<file path="src/rtl/mazecaster_pkg.sv">
// Shared types and default timing for the player-movement command path.
package mazecaster_pkg;

  typedef enum logic [2:0] {
    CMD_NONE,
    CMD_FWD,
    CMD_BACK,
    CMD_LEFT,
    CMD_RIGHT
  } cmd_t;

  typedef enum logic [1:0] {
    IDLE,
    ISSUE,
    WAIT_ACK
  } move_state_t;

  localparam int DEF_DEBOUNCE_CYCLES = 371250;
  localparam int DEF_REPEAT_FRAMES   = 4;
  localparam int DEF_ACK_TIMEOUT     = 16;

  // Opposing buttons cancel; survivors resolve FWD > BACK > LEFT > RIGHT.
  function automatic cmd_t resolve_cmd(input logic fwd, input logic back,
                                       input logic left, input logic right);
    cmd_t res;
    res = CMD_NONE;
    if (fwd && !back)        res = CMD_FWD;
    else if (back && !fwd)   res = CMD_BACK;
    else if (left && !right) res = CMD_LEFT;
    else if (right && !left) res = CMD_RIGHT;
    return res;
  endfunction

endpackage

</file>
<file path="src/rtl/button_debounce.sv">
// Two-flop synchroniser plus stable-count debounce for one raw push-button.
// MOVE_CMD_DEBOUNCE_EN enables the counter; otherwise the synchroniser output is used directly.
module button_debounce
  import mazecaster_pkg::*;
#(
  parameter int DEBOUNCE_CYCLES = DEF_DEBOUNCE_CYCLES
) (
  input  logic pixel_clk_in,
  input  logic rst_n_in,
  input  logic btn_raw,
  output logic btn_db
);

  logic sync_q1;
  logic sync_q2;

  always_ff @(posedge pixel_clk_in) begin
    if (!rst_n_in) begin
      sync_q1 <= 1'b0;
      sync_q2 <= 1'b0;
    end else begin
      sync_q1 <= btn_raw;
      sync_q2 <= sync_q1;
    end
  end

`ifdef MOVE_CMD_DEBOUNCE_EN
  localparam int CNT_W = $clog2(DEBOUNCE_CYCLES + 1);
  localparam logic [CNT_W-1:0] CNT_LAST = CNT_W'(DEBOUNCE_CYCLES - 1);

  logic [CNT_W-1:0] cnt_q;
  logic             db_q;

  // Any cycle where the input agrees with the accepted state restarts the count.
  always_ff @(posedge pixel_clk_in) begin
    if (!rst_n_in) begin
      cnt_q <= '0;
      db_q  <= 1'b0;
    end else if (sync_q2 != db_q) begin
      if (cnt_q == CNT_LAST) begin
        db_q  <= sync_q2;
        cnt_q <= '0;
      end else begin
        cnt_q <= cnt_q + 1'b1;
      end
    end else begin
      cnt_q <= '0;
    end
  end

  assign btn_db = db_q;
`else
  assign btn_db = sync_q2;
`endif

  if (DEBOUNCE_CYCLES < 1) begin : g_bad_cfg
    $error("button_debounce: DEBOUNCE_CYCLES must be at least 1");
  end

endmodule

</file>
<file path="src/rtl/move_cmd_gen.sv">
// Conditions four movement buttons and issues one-cycle command strobes, then waits for the
// controller acknowledge. Debounce counters are present only with MOVE_CMD_DEBOUNCE_EN defined.
//   state    | meaning
//   IDLE     | waiting for a frame tick carrying a command to send
//   ISSUE    | single-cycle valid_out strobe with the latched command
//   WAIT_ACK | waiting for ctrl_done_in, bounded by ACK_TIMEOUT
module move_cmd_gen
  import mazecaster_pkg::*;
#(
  parameter int DEBOUNCE_CYCLES = DEF_DEBOUNCE_CYCLES,
  parameter int REPEAT_FRAMES   = DEF_REPEAT_FRAMES,
  parameter int ACK_TIMEOUT     = DEF_ACK_TIMEOUT
) (
  input  logic pixel_clk_in,
  input  logic rst_n_in,
  input  logic btn_fwd_in,
  input  logic btn_back_in,
  input  logic btn_left_in,
  input  logic btn_right_in,
  input  logic frame_tick_in,
  input  logic ctrl_done_in,
  output logic moveFwd,
  output logic moveBack,
  output logic rotLeft,
  output logic rotRight,
  output logic valid_out,
  output logic busy_out,
  output logic timeout_err_out
);

  localparam int REP_W = $clog2(REPEAT_FRAMES + 1);
  localparam int TO_W  = $clog2(ACK_TIMEOUT + 1);
  localparam logic [REP_W-1:0] REP_LAST = REP_W'(REPEAT_FRAMES - 1);
  localparam logic [TO_W-1:0]  TO_LAST  = TO_W'(ACK_TIMEOUT - 1);

  logic [3:0] btn_raw;
  logic [3:0] btn_db;
  cmd_t       cmd_res;

  assign btn_raw = {btn_right_in, btn_left_in, btn_back_in, btn_fwd_in};

  for (genvar i = 0; i < 4; i++) begin : g_btn
    button_debounce #(
      .DEBOUNCE_CYCLES(DEBOUNCE_CYCLES)
    ) u_debounce (
      .pixel_clk_in(pixel_clk_in),
      .rst_n_in    (rst_n_in),
      .btn_raw     (btn_raw[i]),
      .btn_db      (btn_db[i])
    );
  end

  assign cmd_res = resolve_cmd(btn_db[0], btn_db[1], btn_db[2], btn_db[3]);

  move_state_t      state_q, state_d;
  cmd_t             cmd_q, cmd_d;
  cmd_t             last_q, last_d;
  logic [REP_W-1:0] rep_q, rep_d;
  logic [TO_W-1:0]  to_q, to_d;
  logic             err_q, err_d;

  always_ff @(posedge pixel_clk_in) begin
    if (!rst_n_in) begin
      state_q <= IDLE;
      cmd_q   <= CMD_NONE;
      last_q  <= CMD_NONE;
      rep_q   <= '0;
      to_q    <= '0;
      err_q   <= 1'b0;
    end else begin
      state_q <= state_d;
      cmd_q   <= cmd_d;
      last_q  <= last_d;
      rep_q   <= rep_d;
      to_q    <= to_d;
      err_q   <= err_d;
    end
  end

  always_comb begin
    state_d = state_q;
    cmd_d   = cmd_q;
    last_d  = last_q;
    rep_d   = rep_q;
    to_d    = to_q;
    err_d   = err_q;
    case (state_q)
      IDLE: begin
        if (frame_tick_in) begin
          if (cmd_res == CMD_NONE) begin
            last_d = CMD_NONE;
            rep_d  = '0;
          end else if (cmd_res != last_q || rep_q == REP_LAST) begin
            cmd_d   = cmd_res;
            last_d  = cmd_res;
            rep_d   = '0;
            state_d = ISSUE;
          end else begin
            rep_d = rep_q + 1'b1;
          end
        end
      end
      ISSUE: begin
        to_d    = '0;
        state_d = WAIT_ACK;
      end
      WAIT_ACK: begin
        if (ctrl_done_in) begin
          state_d = IDLE;
        end else if (to_q == TO_LAST) begin
          err_d   = 1'b1;
          state_d = IDLE;
        end else begin
          to_d = to_q + 1'b1;
        end
      end
      default: state_d = IDLE;
    endcase
  end

  assign valid_out       = (state_q == ISSUE);
  assign moveFwd         = valid_out && (cmd_q == CMD_FWD);
  assign moveBack        = valid_out && (cmd_q == CMD_BACK);
  assign rotLeft         = valid_out && (cmd_q == CMD_LEFT);
  assign rotRight        = valid_out && (cmd_q == CMD_RIGHT);
  assign busy_out        = (state_q != IDLE);
  assign timeout_err_out = err_q;

endmodule

</file>
<file path="config.mk">
export PLATFORM = sky130hd
export DESIGN_NAME = move_cmd_gen
export DESIGN_NICKNAME = d
export VERILOG_FILES = /design/src/rtl/mazecaster_pkg.sv /design/src/rtl/button_debounce.sv /design/src/rtl/move_cmd_gen.sv
export SDC_FILE = /design/constraint.sdc
export NUM_CORES = 1
export LEC_CHECK = 0
export ABC_AREA = 0
export ABC_CLOCK_PERIOD_IN_PS = 4850
export BUFFER_PORTS_ARGS = -buffer_cell sky130_fd_sc_hd__buf_2
export CORE_MARGIN = 3
export CORE_UTILIZATION = 50
export DETAILED_ROUTE_END_ITERATION = 16
export PLACE_DENSITY = 0.77
export SETUP_SLACK_MARGIN = 0.02
export SYNTH_ARGS = -nofsm -noshare
export SYNTH_HDL_FRONTEND = slang
export SYNTH_SLANG_ARGS = --single-unit
</file>
<file path="constraint.sdc">
create_clock -name pixel_clk_in -period 4.85 [get_ports pixel_clk_in]
set_input_delay 0.2425 -clock pixel_clk_in [delete_from_list [all_inputs] [get_ports pixel_clk_in]]
set_output_delay 0.2425 -clock pixel_clk_in [all_outputs]
set_load 0.05 [all_outputs]
</file>
# [After elaboration in Yosys (flattened, before gate mapping)]
# Cells that the tools add are included.
[word_totals] ff_bits=25 input_bits=8 output_inout_bits=7 wordCells=74
[classes] addsub=2 n_eq_ne=15 mux=17 n_bitwise=2 n_reduce_logical=24
[op_table] cell="$mux 3" n=8
[op_table] cell="$mux 2" n=5
[op_table] cell="$mux 5" n=2
[op_table] cell="$ne 2x2->1 const B" n=5
[op_table] cell="$pmux 5 s2" n=1
[op_table] cell="$eq 3x2->1 const B" n=3
[op_table] cell="$reduce_and 3->1" n=3
[op_table] cell="$logic_and 1x1->1" n=8
[op_table] cell="$reduce_and 4->1" n=2
[op_table] cell="$pmux 2 s3" n=1
[op_table] cell="$reduce_bool 2->1" n=3
[op_table] cell="$add 5x1->5 const B" n=1
[op_table] cell="$eq 5x4->1 const B" n=1
[op_table] cell="$logic_not 1->1" n=4
[op_table] cell="$add 3x1->3 const B" n=1
[op_table] cell="$eq 3x1->1 const B" n=1
[op_table] cell="$eq 3x3->1 const B" n=1
[op_table] cell="$logic_not 3->1" n=1
[op_table] cell="$ne 3x3->1" n=1
[op_table] cell="$ne 3x3->1 const B" n=1
[op_table] cell="$eq 2x1->1 const B" n=1
[op_table] cell="$eq 2x2->1 const B" n=1
[op_table] cell="$logic_not 2->1" n=1
[op_table] cell="$not 1->1" n=2
[op_table] cell="2 further kinds" n=2

# [Depth between registers and ports, before layout]
# Gate-level depths: netlist of run 1.
[depth] word_depth=12 mapped_depth=7 ltp_nobuf=7

# [Hierarchy]
# From an unflattened synthesis of run 1, not the netlist that was laid out.
[hier_totals] cells_unflattened=132 area_unflattened_um2=1241.2
[by_module_without_submodules] module="move_cmd_gen" instances=1 cells_per_inst=116 area_each_um2=1031.0 seq_area_each_um2=340.3
[by_module_without_submodules] module="button_debounce" instances=4 cells_per_inst=4 area_each_um2=52.6 seq_area_each_um2=40.0

# [Worst setup path after synthesis of run 1]
# OpenSTA, ideal clock, no wires.
[synth_path] path_kind="reg-to-output" start="reg state_q[1]" end="out rotRight" arrival_ps=2167 required_ps=4608 path_slack_ps=2440 path_stages_with_launch=3 n_path_buf=0 cell_sequence="dfxtp_1 -> nand2b_1 -> nor4b_1"
[synth_via] elab_chain_len=2
[synth_lines] item="start, declared" line_no="move_cmd_gen.sv:55" source="move_state_t state_q, state_d;"
[synth_lines] item="start signal, assigned" line_no="move_cmd_gen.sv:71" source="state_q <= state_d;"
[synth_lines] item="$eq 2x1->1" line_no="move_cmd_gen.sv:121" source="assign valid_out = (state_q == ISSUE);"
[synth_lines] item="$logic_and 1x1->1" line_no="move_cmd_gen.sv:125" source="assign rotRight = valid_out && (cmd_q == CMD_RIGHT);"
[synth_lines] item="end, declared" line_no="move_cmd_gen.sv:25" source="output logic rotRight,"
# No other way between the ends.

# [Worst setup path after layout of run 1]
[layout_path] start="reg g_btn[1].u_debounce.sync_q2" end="reg cmd_q[1]"
[layout_via] elab_chain_len=6 elab_cells_between_ends=10 classes_between="eq/ne: 1; mux: 2; bitwise: 1; reduce/logical: 6"
[layout_lines] item="start, declared" line_no="button_debounce.sv:15" source="logic sync_q2;"
[layout_lines] item="start signal, assigned" line_no="button_debounce.sv:23" source="sync_q2 <= sync_q1;"
[layout_lines] item="$logic_and 1x1->1 / $logic_not 1->1 (equally long branches)" line_no="mazecaster_pkg.sv:28, mazecaster_pkg.sv:27"
[layout_lines] item="$mux 3 / $logic_and 1x1->1 (equally long branches)" line_no="mazecaster_pkg.sv:28, mazecaster_pkg.sv:27"
[layout_lines] item="$mux 3 (*)" line_no="mazecaster_pkg.sv:27" source="if (fwd && !back) res = CMD_FWD;"
[layout_lines] item="$ne 3x3->1 / $logic_not 3->1 (equally long branches)" line_no="move_cmd_gen.sv:93, move_cmd_gen.sv:90"
[layout_lines] item="$logic_or 1x1->1 / $not 1->1 (equally long branches)"
[layout_lines] item="$reduce_and 4->1 (no line)"
[layout_lines] item="end signal, assigned" line_no="move_cmd_gen.sv:72" source="cmd_q <= cmd_d;"
[layout_lines] item="end, declared" line_no="move_cmd_gen.sv:56" source="cmd_t cmd_q, cmd_d;"
# Every way passes the cells marked *; elsewhere a longest branch is shown, timed or not.
# A chain may end at the register's enable or synchronous reset.

==> metrics.yaml, run 1 <==
layout:
  final_core_occ_pct: 61.48
  finish.net_count: 162
  num_antenna_cells: 0
  drive_above_1_share_pct: 14.77
  finish.cell_count_without_fillers: 176
  areaGrowthSynthToFinish_pct: 10.00
timing:
  tns_ns: 0
  rsz_0062_raised_after_global_routing: "no"
  fmax_mhz: 528.5
  slew_viol_final: 0
  finalCritPeriodShare_pct: 39.02
  fin_skew_ns: 0.003973
  final_critical_period_ns: 1.892
  tightest_slew_ns: 0.3961
  hold_violations: 0
  setup-violations-final: 0
  relSlewSlack_pct: 73.57
  post_layout_worst_setup_margin_ns: 2.958
logic_synthesis:
  post_synth.cell_area_avg_um2: 8.619
  yosysWarningCount: 0
  synth_cell_types: 35
  synth.ff_latch_count: 25
  synth_area_um2: 1164
  ys_seq_area_share_pct: 43.01
  syn-num-nets: 147
  postSynthCellCount: 135
cts:
  post_cts_setup_buffer_count: 0
  worst_setup_hold_path_clk_slew_ns: 0.13
  clock_tree_root_buffer_cell: "clkbuf_4"
  cts_tree: "built"
  cts-hold-fix-buffers: 0
  clk-insertion-delay-late_ns: 0.31
  cts.sinks: 25
  post_cts_gate_resize_count: 0
  cts_h_tree_depth: 1
  cts_inserted_buffers: 3
  clk_path_buf_depth: 2
detailed_routing:
  postRouteAntennaNets: 0
  detailedRoute.firstPassIterationCount: 4
  routed_via_density: 5.511
  wire_length_reported_by_the_detailed_router_um: 2219
  wl_per_cell_um: 12.61
  drtIter0Drc: 18
  drc_errors: 0
  detailroute.via_count: 970
global_routing:
  groute.usage.overall_pct: 17.84
  grt_util_met1_pct: 20.64
  globalRouteMet3Util_pct: 3.270
  maximum_number_of_pins_on_one_net_before_global_route_repair: 17
  first_pass_grt_wire_length_um: 3760
  grt.busiest_layer: "met2"
  overflow: 0
  first_global_vias: 897
  grt_util_met2_pct: 31.27
  antenna_violations_before_repair: 0
hold_path:
  worstHoldPathType: "input port to flip-flop"
power:
  power_density_relative_to_cell_area_nw_per_um2: 272.3
  internal_portion_of_total_power_mw: 0.2577
  combPwrFrac_pct: 12.0
  cellLeakagePower_nw: 0.5504
  power.clock.fraction_pct: 26.1
  power.share.sequential_pct: 61.9
  power.share.switching_pct: 26.06
  power_switching_mw: 0.09082
  power.ir.vdd_worst_uv: 194.5
floorplan:
  die_w_um: 54.24
  fp.dieH_um: 54.24
  initial_standard_cell_utilization_of_the_core_pct: 55.89
  floorplan.rows: 16
  io_pins: 15
  design.die.area_um2: 2942
  core_area_um2: 2082
worst_setup_path:
  cpPeakStageDelay_ns: 0.40
  crit_type: "flip-flop to flip-flop"
  element_type_at_the_critical_path_end: "flip-flop"
  cp_max_fo: 6
  worst-endpoint-arrival_ns: 2.11
  timing.critical_path.from_type: "flip-flop"
  worst_ep_required_time_ns: 5.07
  crit_family: "compound AO/OA/AOI/OAI gates"
  sum_of_buffers_and_inverters_on_the_critical_path: 0
  worstPathCellList: "xnor2_1 -> a21boi_1 -> o32a_1 -> o21ai_4 -> mux2_1"
  timing.critical_path.slowest_stage_cell: "o32a_1"
placed_design:
  place.detailed.instances: 172
  dpl.hpwl_um: 1695
  place.gp.congestion: 0.8368
  pre_cts_ws_ns: 2.982
  portBuffers: 14
flow_run:
  max-cap-violations: 0
run_status:
  run_status: "finished clean"
-- sequential cells by signal, summed over array words and instances (netlist names) --
name / count
to_q: 5
g_btn.u_debounce.btn_db: 4
g_btn.u_debounce.sync_q1: 4
cmd_q: 3
last_q: 3
rep_q: 3
state_q: 2
timeout_err_out: 1
-- layout by cell type (no fill, tap or decap), types with 2 or more instances in the layout --
cell / n
dfxtp_1: 25
nor2_1: 22
buf_2: 14
nand2_1: 11
and2_1: 10
a21oi_1: 8
inv_1: 7
a31oi_1: 5
nand2b_1: 4
nand3_1: 4
ha_1: 4
and3_1: 3
o22ai_1: 3
clkbuf_4: 3
nor3b_1: 2
nor2b_1: 2
maj3_2: 2
xor2_1: 2
-- cells by family (layout without fill, tap and decap cells) --
group / count (synthesis) / count (layout) / share of synthesized area (%)
fa+ha+maj: 6 / 6 / 6.237
compound gates: 25 / 25 / 15.81
simple gates: 63 / 63 / 27.31
xor+xnor: 3 / 3 / 2.258
flops: 25 / 25 / 43.01
buf+inv: 11 / 25 / 3.548
mux: 2 / 2 / 1.828
-- final cells by class --
cell class                      count  area, um2
Clock buffer                        3      22.52
Multi-Input combinational cell     99      621.8
Inverter                            7      26.28
Clock inverter                      1      5.005
Timing Repair Buffer               14      70.07
Sequential cell                    25      500.5
Tap cell                           27      33.78
Fill cell                         193      802.0
-- Yosys cell counts --
| master | instances | share of area, % |
|---|---|---|
| a211o_1 | 1 | 0.75 |
| a211oi_1 | 1 | 0.65 |
| a21boi_1 | 1 | 0.65 |
| a21oi_1 | 8 | 3.4 |
| a31oi_1 | 5 | 2.7 |
| a32oi_1 | 1 | 0.75 |
| and2_1 | 10 | 5.4 |
| and3_1 | 3 | 1.6 |
| buf_1 | 1 | 0.32 |
| clkbuf_1 | 3 | 0.97 |
| dfxtp_1 | 25 | 43 |
| ha_1 | 4 | 4.3 |
| inv_1 | 7 | 2.3 |
| maj3_2 | 2 | 1.9 |
| mux2_1 | 1 | 0.97 |
| mux2i_1 | 1 | 0.86 |
| nand2_1 | 11 | 3.5 |
| nand2b_1 | 4 | 2.2 |
| nand3_1 | 4 | 1.7 |
| nand4_1 | 1 | 0.54 |
| nor2_1 | 22 | 7.1 |
| nor2b_1 | 2 | 1.1 |
| nor3b_1 | 2 | 1.3 |
| nor4b_1 | 1 | 0.75 |
| nor4bb_1 | 1 | 0.86 |
| o2111a_1 | 1 | 0.97 |
| o2111ai_2 | 1 | 1.3 |
| o21ai_4 | 1 | 1.4 |
| o22ai_1 | 3 | 1.6 |
| o2bb2ai_1 | 1 | 0.75 |
| o32a_1 | 1 | 0.86 |
| or3_1 | 1 | 0.54 |
| or3b_1 | 1 | 0.75 |
| xnor2_1 | 1 | 0.75 |
| xor2_1 | 2 | 1.5 |
-- layer usage --
| layer | vias up | share of wire, % |
|---|---|---|
| met5 | - | 0 |
| met4 | 0 | 1.7 |
| met3 | 4 | 2.0 |
| met2 | 13 | 51 |
| met1 | 458 | 45 |
| li1 | 495 | - |
-- metrics by stage --
| stage | hold slack (ns) | cell area [um2] | total power [mW] |
|---|---|---|---|
| after floorplan | 0.3698 | 1164 | 0.2514 |
| after global placement | 0.4147 | 1252 | 0.2606 |
| after detailed placement | 0.4220 | 1252 | 0.2617 |
| after CTS | 0.1103 | 1280 | 0.3528 |
| after global routing | 0.1031 | 1280 | 0.3679 |
| final | 0.1233 | 1280 | 0.3485 |
-- final timing paths --
kind / slack [ns] / depth (start not counted) / endpoint / start
setup / recovery: 2.96 / 5 / cmd_q[1] / g_btn[1].u_debounce.btn_db
hold / removal: 0.12 / 2 / g_btn[1].u_debounce.sync_q1 / btn_back_in
setup reg to reg: 2.96 / 5 / cmd_q[1] / g_btn[1].u_debounce.btn_db
hold reg to reg: 0.45 / 1 / g_btn[3].u_debounce.btn_db / g_btn[3].u_debounce.sync_q1
-- power by group through the flow --
stage	clock network [mW]	registers [mW]	logic (mW)
6_report	0.0908	0.216	0.0419
4_1_cts	0.0954	0.216	0.0417
3_3_place_gp	0	0.220	0.0408
3_5_place_dp	0	0.220	0.0414
2_1_floorplan	0	0.219	0.0325
5_1_grt	0.105	0.217	0.0467
(Power assumes the default switching activity.)
==> run 2: changes to the inputs <==
--- a/config.mk
+++ b/config.mk
@@ -6,12 +6,12 @@
 export NUM_CORES = 1
 export LEC_CHECK = 0
 export ABC_AREA = 0
-export ABC_CLOCK_PERIOD_IN_PS = 4850
+export ABC_CLOCK_PERIOD_IN_PS = 1600
 export BUFFER_PORTS_ARGS = -buffer_cell sky130_fd_sc_hd__buf_2
 export CORE_MARGIN = 3
 export CORE_UTILIZATION = 50
 export DETAILED_ROUTE_END_ITERATION = 16
-export PLACE_DENSITY = 0.77
+export PLACE_DENSITY = 0.79
 export SETUP_SLACK_MARGIN = 0.02
 export SYNTH_ARGS = -nofsm -noshare
 export SYNTH_HDL_FRONTEND = slang
==> constraint.sdc (replaced) <==
create_clock -name pixel_clk_in -period 1.6 [get_ports pixel_clk_in]
set_input_delay 0.08 -clock pixel_clk_in [delete_from_list [all_inputs] [get_ports pixel_clk_in]]
set_output_delay 0.08 -clock pixel_clk_in [all_outputs]
set_load 0.05 [all_outputs]
==> run 2 against run 1 <==
Net effect:
- the flow now finishes with violations (setup timing)
- sequential power increased to 3.0 times the previous value
- clock skew increased by 0.0034 ns
- fmax increased by 9.6%
- cell count increased by 17%
- non-clock buffer count increased by 30
- via count increased by 21%
- worst hold slack got worse by 0.0083 ns
- first-iteration DRC count decreased by 28%
- critical path depth unchanged
- combinational power increased to 5.4 times the previous value
- critical path type unchanged
- largest power group unchanged
==> metrics.yaml, run 2 (synthesis results as in run 1) <==
run_status:
  run_status: "complete, but fails checks"
  failed_checks: "setup timing"
cts:
  cts_inserted_buffers: 3  # unchanged
  clk_path_buf_depth: 2  # unchanged
  cts_h_tree_depth: 1  # unchanged
  clk-insertion-delay-late_ns: 0.33  # +0.02 ns
  clock_tree_root_buffer_cell: "clkbuf_4"
  cts.sinks: 25  # unchanged
  cts_tree: "built"
  worst_setup_hold_path_clk_slew_ns: 0.14  # about the same
timing:
  slew_viol_final: 0  # unchanged
  final_critical_period_ns: 1.726  # -0.1662 ns
  fin_skew_ns: 0.007411  # +0.003438 ns
  rsz_0062_raised_after_global_routing: "yes"
  setup-violations-final: 8  # +8
  tightest_slew_ns: 0.3720  # -0.02408 ns
  post_layout_worst_setup_margin_ns: -0.1261  # -3.084 ns
  hold_violations: 0  # unchanged
  hold-worst-slack_ns: 0.1150  # -0.008262 ns
  fmax_mhz: 579.4  # +9.6%
  finalCritPeriodShare_pct: 107.9  # +69 points
  relSlewSlack_pct: 75.15  # +1.6 points
detailed_routing:
  detailroute.via_count: 1170  # +21%
  detailedRoute.firstPassIterationCount: 4  # unchanged
  wl_per_cell_um: 15.17  # +20%
  postRouteAntennaNets: 0  # unchanged
  drtIter0Drc: 13  # -5
  drc_errors: 0  # unchanged
  wire_length_reported_by_the_detailed_router_um: 3125  # +41%
  routed_via_density: 5.680  # +3.1%
layout:
  seqCellArea_um2: 506.7  # +1.2%
  layout_commonest_cell: "buf_4"
  max_flop_register: "to_q"
  finish.cell_count_without_fillers: 206  # +17%
  mostFrequentLayoutCells: "buf_4, nor2_1, dfxtp_1, nand2_1"
  finish.net_count: 192  # +19%
  largest_register_ffs: 5  # unchanged
  num_antenna_cells: 0  # unchanged
  multi_input_comb_area_um2: 755.7  # +22%
  fillers: 123  # -36%
  areaGrowthSynthToFinish_pct: 44.62
  finish.instance_area_um2: 1683  # +31%
  drive_above_1_share_pct: 40.78  # +26 points
power:
  internal_portion_of_total_power_mw: 0.8469  # +230%
  power.clock.fraction_pct: 25.0  # -1.1 points
  cellLeakagePower_nw: 0.7145  # +30%
  power.share.sequential_pct: 55.8  # -6.1 points
  power_switching_mw: 0.3279  # +260%
  power.ir.vdd_worst_uv: 566.1  # +190%
  finalPower_mw: 1.175  # +240%
  combPwrFrac_pct: 19.3  # +7.3 points
  power_density_relative_to_cell_area_nw_per_um2: 698.1  # +160%
  power.share.switching_pct: 27.91  # +1.9 points
worst_setup_path:
  destination_of_the_worst_register_to_register_timing_path: "cmd_q[1]"
  crit_type: "flip-flop to flip-flop"
  timing.reg2reg.worst_path_depth: 5  # unchanged
  worst-endpoint-arrival_ns: 1.96  # -0.15 ns
  cpPeakStageDelay_ns: 0.39  # about the same
  worstPathCellList: "or3b_4 -> a31oi_4 -> o2111ai_4 -> o21ai_4 -> mux2_4"
  cp_max_fo: 3  # -3
  timing.critical_path.from_type: "flip-flop"
  element_type_at_the_critical_path_end: "flip-flop"
  timing.rr.start: "g_btn[2].u_debounce.btn_db"
  timing.critical_path.slowest_stage_cell: "or3b_4"
  worst_ep_required_time_ns: 1.84  # -3.23 ns
  rrSetupSlack_ns: -0.13  # -3.08 ns
floorplan:
  floorplan.rows: 16  # unchanged
  io_pins: 15  # unchanged
  fp.dieH_um: 54.24  # unchanged
  initial_standard_cell_utilization_of_the_core_pct: 55.89  # unchanged
  design.die.area_um2: 2942  # unchanged
  core_area_um2: 2082  # unchanged
  die_w_um: 54.24  # unchanged
global_routing:
  first_pass_grt_wire_length_um: 4705  # +25%
  overflow: 0  # unchanged
  groute.usage.overall_pct: 22.27  # +4.4 points
  antenna_violations_before_repair: 0  # unchanged
  maximum_number_of_pins_on_one_net_before_global_route_repair: 17  # unchanged
  first_global_vias: 1084  # +21%
flow_run:
  max-cap-violations: 0  # unchanged
placed_design:
  placed_area_um2: 1421  # +13%
  place.detailed.instances: 192  # +12%
  pre_cts_ws_ns: -0.1278  # -3.109 ns
  place.gp.congestion: 0.8019  # -4.2%
  dpl.hpwl_um: 1989  # +17%
  portBuffers: 14  # unchanged
hold_path:
  timing.hold.worst_path_depth: 3  # +1
  worstHoldPathType: "input port to flip-flop"
  holdPathEnd: "to_q[3]"
  hold_start: "rst_n_in"
## run 2: how the worst max path moves through the flow
stage                                          start       end  slack [ns]
after floorplan           g_btn[3].u_debounce.btn_db  cmd_q[1]       -0.12
after global placement    g_btn[3].u_debounce.btn_db  cmd_q[1]       -0.09
after detailed placement  g_btn[3].u_debounce.btn_db  cmd_q[1]       -0.13
after CTS                 g_btn[2].u_debounce.btn_db  cmd_q[1]       -0.07
after global routing      g_btn[2].u_debounce.btn_db  cmd_q[2]       -0.17
final                     g_btn[2].u_debounce.btn_db  cmd_q[1]       -0.13
## run 2: power groups by stage
stage / registers (mW) / logic [mW] / clock network (mW)
final: 0.655 / 0.226 / 0.293
after global routing: 0.658 / 0.239 / 0.335
after CTS: 0.653 / 0.195 / 0.295
after detailed placement: 0.665 / 0.169 / 0
after global placement: 0.664 / 0.163 / 0
after floorplan: 0.664 / 0.100 / 0
## run 2: final cells by class
| cell class | count | share of cell area [%] |
|---|---|---|
| multi-input combinational | 99 | 44.91 |
| sequential | 25 | 30.11 |
| timing repair buffer | 44 | 19.63 |
| tap | 27 | 2.007 |
| inverter | 7 | 1.561 |
| clock buffer | 3 | 1.338 |
| clock inverter | 1 | 0.4461 |
## run 2: what timing repair did
action                                 in CTS  in global routing
setup endpoints to repair                  16                 18
setup buffers                               3                  3
pin swaps                                   6                  6
endpoints found under the hold margin       4                  0
hold buffers                                4                  0
gates resized for setup                    14                 20
## run 2: critical path, delay by kind of cell, from the launching register on
kind	cells	cell delay (ns)
AO/OA/AOI/OAI	3	0.57
AND/OR/NAND/NOR	1	0.39
flip-flops	1	0.37
multiplexers	1	0.31
## run 2: per-layer routing
layer  vias up  wire (um)  global-route usage [%]
met5         -          0                       0
met4         0         67                   7.054
met3        15        204                   4.905
met2        51       1558                   38.65
met1       549       1294                   27.16
li1        555          -                       -
## run 2: through the flow
| step | setup TNS (ns) | util, % |
|---|---|---|
| final | -0.5642 | 80.83 |
| after global routing | -1.081 | 80.83 |
| after CTS | -0.3331 | 75.72 |
| after detailed placement | -0.3834 | 68.27 |
| after global placement | -0.1614 | 68.27 |
| after floorplan | -0.1215 | - |
==> run 3: changes to the inputs <==
--- a/config.mk
+++ b/config.mk
@@ -15,4 +15,5 @@
 export SETUP_SLACK_MARGIN = 0.02
 export SYNTH_ARGS = -nofsm -noshare
 export SYNTH_HDL_FRONTEND = slang
+export SYNTH_HIERARCHICAL = 1
 export SYNTH_SLANG_ARGS = --single-unit
==> run 3 against run 2 <==
Net effect:
- the flow still finishes with violations (setup timing)
- flip-flop and latch count did not move
- count of clock-buffer cells in the layout did not move
- combinational power rose by 8%
- clock skew rose by 0.0092 ns
- sequential share of layout area fell by 2.9 points
- worst hold slack improved by 0.048 ns
- fmax fell by 8.9%
- first-iteration DRC count rose to 3.8 times the previous value
- cell count rose by 1.5%
- critical path type unchanged
- highest routed layer unchanged
==> metrics.yaml, run 3 <==
placed_design:
  place.gp.congestion: 0.8542  # +6.5%
  portBuffers: 14  # unchanged
  place.detailed.instances: 188  # -2.1%
  pre_cts_ws_ns: -0.1886  # -0.06079 ns
  dpl.hpwl_um: 1973  # -0.80%
worst_setup_path:
  timing.critical_path.slowest_stage_cell: "a211oi_4"
  crit_type: "flip-flop to flip-flop"
  element_type_at_the_critical_path_end: "flip-flop"
  worst-endpoint-arrival_ns: 2.17  # +0.21 ns
  worst_ep_required_time_ns: 1.87  # +0.03 ns
  timing.critical_path.from_type: "flip-flop"
  setup.worst_path.start: "g_btn[3].u_debounce/btn_db"
  cp_max_fo: 4  # +1
  timing.rr.start: "g_btn[3].u_debounce/btn_db"
  worstPathCellList: "and2b_2 -> buf_6 -> o211ai_1 -> nand3_2 -> a211oi_4 -> mux2i_1"
  cpPeakStageDelay_ns: 0.36  # -0.03 ns
timing:
  final_critical_period_ns: 1.896  # +0.1697 ns
  tns_ns: -2.605  # -2.040 ns
  fmax_mhz: 527.5  # -8.9%
  slew_viol_final: 0  # unchanged
  tightest_slew_ns: 0.5034  # +0.1313 ns
  finalCritPeriodShare_pct: 118.5  # +11 points
  hold_violations: 0  # unchanged
  rsz_0062_raised_after_global_routing: "yes"
  post_layout_worst_setup_margin_ns: -0.2957  # -0.1697 ns
  fin_skew_ns: 0.01659  # +0.009180 ns
  setup-violations-final: 15  # +7
  relSlewSlack_pct: 66.36  # -8.8 points
global_routing:
  maximum_number_of_pins_on_one_net_before_global_route_repair: 29  # +12
  antenna_violations_before_repair: 0  # unchanged
  first_pass_grt_wire_length_um: 5064  # +7.6%
  groute.usage.overall_pct: 20.56  # -1.7 points
  overflow: 0  # unchanged
  first_global_vias: 1169  # +7.8%
hold_path:
  worstHoldPathType: "input port to flip-flop"
  hold_start: "ctrl_done_in"
floorplan:
  floorplan.rows: 17  # +1
  io_pins: 15  # unchanged
  core_area_um2: 2276  # +9.3%
  fp.dieH_um: 55.83  # +2.9%
  die_w_um: 55.83  # +2.9%
  design.die.area_um2: 3116  # +5.9%
  initial_standard_cell_utilization_of_the_core_pct: 54.54  # -1.4 points
power:
  cellLeakagePower_nw: 0.7359  # +3.0%
  power.ir.vdd_worst_uv: 820.2  # +45%
  finalPower_mw: 1.192  # +1.5%
  power_density_relative_to_cell_area_nw_per_um2: 639.6  # -8.4%
layout:
  fillers: 128  # +4.1%
  multi_input_comb_area_um2: 879.6  # +16%
  seqCellArea_um2: 508.0  # +0.25%
  num_antenna_cells: 0  # unchanged
  max_flop_register: "to_q"
  finish.net_count: 194  # +1.0%
  finish.cell_count_without_fillers: 209  # +1.5%
  drive_above_1_share_pct: 47.51  # +6.7 points
  largest_register_ffs: 5  # unchanged
  mostFrequentLayoutCells: "buf_4, dfxtp_1, nand2_1, buf_6, buf_2"
  layout_commonest_cell: "buf_4"
  final_core_occ_pct: 81.91  # +1.1 points
  areaGrowthSynthToFinish_pct: 50.20
logic_synthesis:
  synth-main-ff-cell: "dfxtp_1"
  ys_async_rst_share_pct: 0  # unchanged
  post_synth.cell_area_avg_um2: 9.403  # +9.1%
  ys_seq_area_share_pct: 40.32  # -2.7 points
  yosysWarningCount: 6  # +6
  yosysTopAreaCell: "dfxtp_1"
  synth_area_um2: 1241  # +6.7%
  synth_cell_types: 43  # +23%
  syn-num-nets: 144  # -2.0%
  postSynthCellCount: 132  # -2.2%
  synth_most_common_cell: "dfxtp_1"
  synth_area_leaders: "dfxtp_1, and2_1, nand2_1, ha_1, nor2_1"
  top_cells_by_instance_count_after_synthesis: "dfxtp_1, nand2_1, nor2_1"
  edff_count_synth: 0  # unchanged
  synth.top_cell.area_share_pct: 40.32  # -2.7 points
  synth.ff_latch_count: 25  # unchanged
detailed_routing:
  detailroute.wirelength.met2_um: 2075  # +33%
  drtIter0Drc: 49  # +36
  detailroute.wirelength.met3_um: 159  # -22%
  wl_per_cell_um: 17.44  # +15%
  detailroute.via_count: 1224  # +4.6%
  routed_via_density: 5.856  # +3.1%
  top_layer: "met4"
  drc_errors: 0  # unchanged
  wirelength_met1_um: 1277  # -1.3%
  detailedRoute.firstPassIterationCount: 4  # unchanged
  wire_length_reported_by_the_detailed_router_um: 3645  # +17%
  postRouteAntennaNets: 0  # unchanged
cts:
  clock_tree_root_buffer_cell: "clkbuf_4"
  cts_h_tree_depth: 1  # unchanged
  clk-insertion-delay-late_ns: 0.33  # about the same
  cts_inserted_buffers: 3  # unchanged
  worst_setup_hold_path_clk_slew_ns: 0.15  # about the same
  clk_path_buf_depth: 2  # unchanged
  cts_tree: "built"
  cts.sinks: 25  # unchanged
run_status:
  failed_checks: "setup timing"
  run_status: "complete, but fails checks"
flow_run:
  max-cap-violations: 0  # unchanged
## run 3: cell types whose count changed after synthesis, moves of 3 or more
| cell | previous run | this run |
|---|---|---|
| a21oi_1 | 8 | 4 |
| a31oi_1 | 5 | 1 |
| and2b_2 | 0 | 3 |
| nand2_1 | 11 | 14 |
| nor2_1 | 22 | 10 |
| nor2b_1 | 2 | 5 |
| o21a_1 | 0 | 3 |
| o22ai_1 | 3 | 0 |
## run 3: through the flow
| step | hold WS, ns | area [um2] |
|---|---|---|
| after floorplan | 0.2017 | 1247 |
| after global placement | 0.2821 | 1469 |
| after detailed placement | 0.2873 | 1469 |
| after CTS | 0.1349 | 1722 |
| after global routing | 0.1557 | 1864 |
| final | 0.1633 | 1864 |
## run 3: final cells by class
cell class              count  share of cell area, %
repair buffers             48                  20.74
clock inverters             1                 0.4027
clock buffers               3                  1.208
inverters                   6                  1.342
flip-flops and latches     25                  27.25
well taps                  28                  1.879
multi-input cells          98                  47.18
## run 3: layer usage
metal  global-route usage [%]  up-vias
met3                    3.480       16
met5                        0        -
met1                    20.34      595
met4                    8.814        0
li1                         -      564
met2                    41.05       49
## run 3: critical path: cells and delay by family, from the launching register on
family,cells,cell delay (ns)
AOI/OAI and AO/OA,2,0.68
buffers and inverters,1,0.12
DFF,1,0.35
muxes,1,0.23
and+or+nand+nor,2,0.47
## run 3: kinds of logic (layout without fill, tap and decap cells)
logic type                 after synthesis  count (layout)  share of synthesized area, %
buffers and inverters                    9              58                         2.722
AOI/OAI and AO/OA                       25              25                         17.84
xor gates and xnor gates                 3               3                         2.117
adders and majority gates                4               4                         4.032
muxes                                    2               2                         1.613
and+or+nand+nor                         64              64                         31.35
DFF                                     25              25                         40.32
## run 3: path summary, 6_finish.rpt
check	end	slack, ns	cells after the start
setup / recovery	cmd_q[1]	-0.30	6
hold / removal	timeout_err_out	0.16	3
setup reg to reg	cmd_q[1]	-0.30	6
hold reg to reg	g_btn[2].u_debounce/btn_db	0.46	1
## run 3: repair_timing
| action | CTS | global route |
|---|---|---|
| hold endpoints to repair | 4 | 0 |
| gates resized for setup | 29 | 24 |
| setup buffers | 9 | 4 |
| setup endpoints to repair | 19 | 19 |
| hold buffers | 4 | 0 |
| pin swaps | 12 | 15 |
## run 3: report_power, final
part	total (mW)	switching [mW]	internal, mW
registers	0.655	0.0138	0.641
clock network	0.294	0.198	0.0957
logic	0.244	0.126	0.118
total	1.19	0.338	0.854
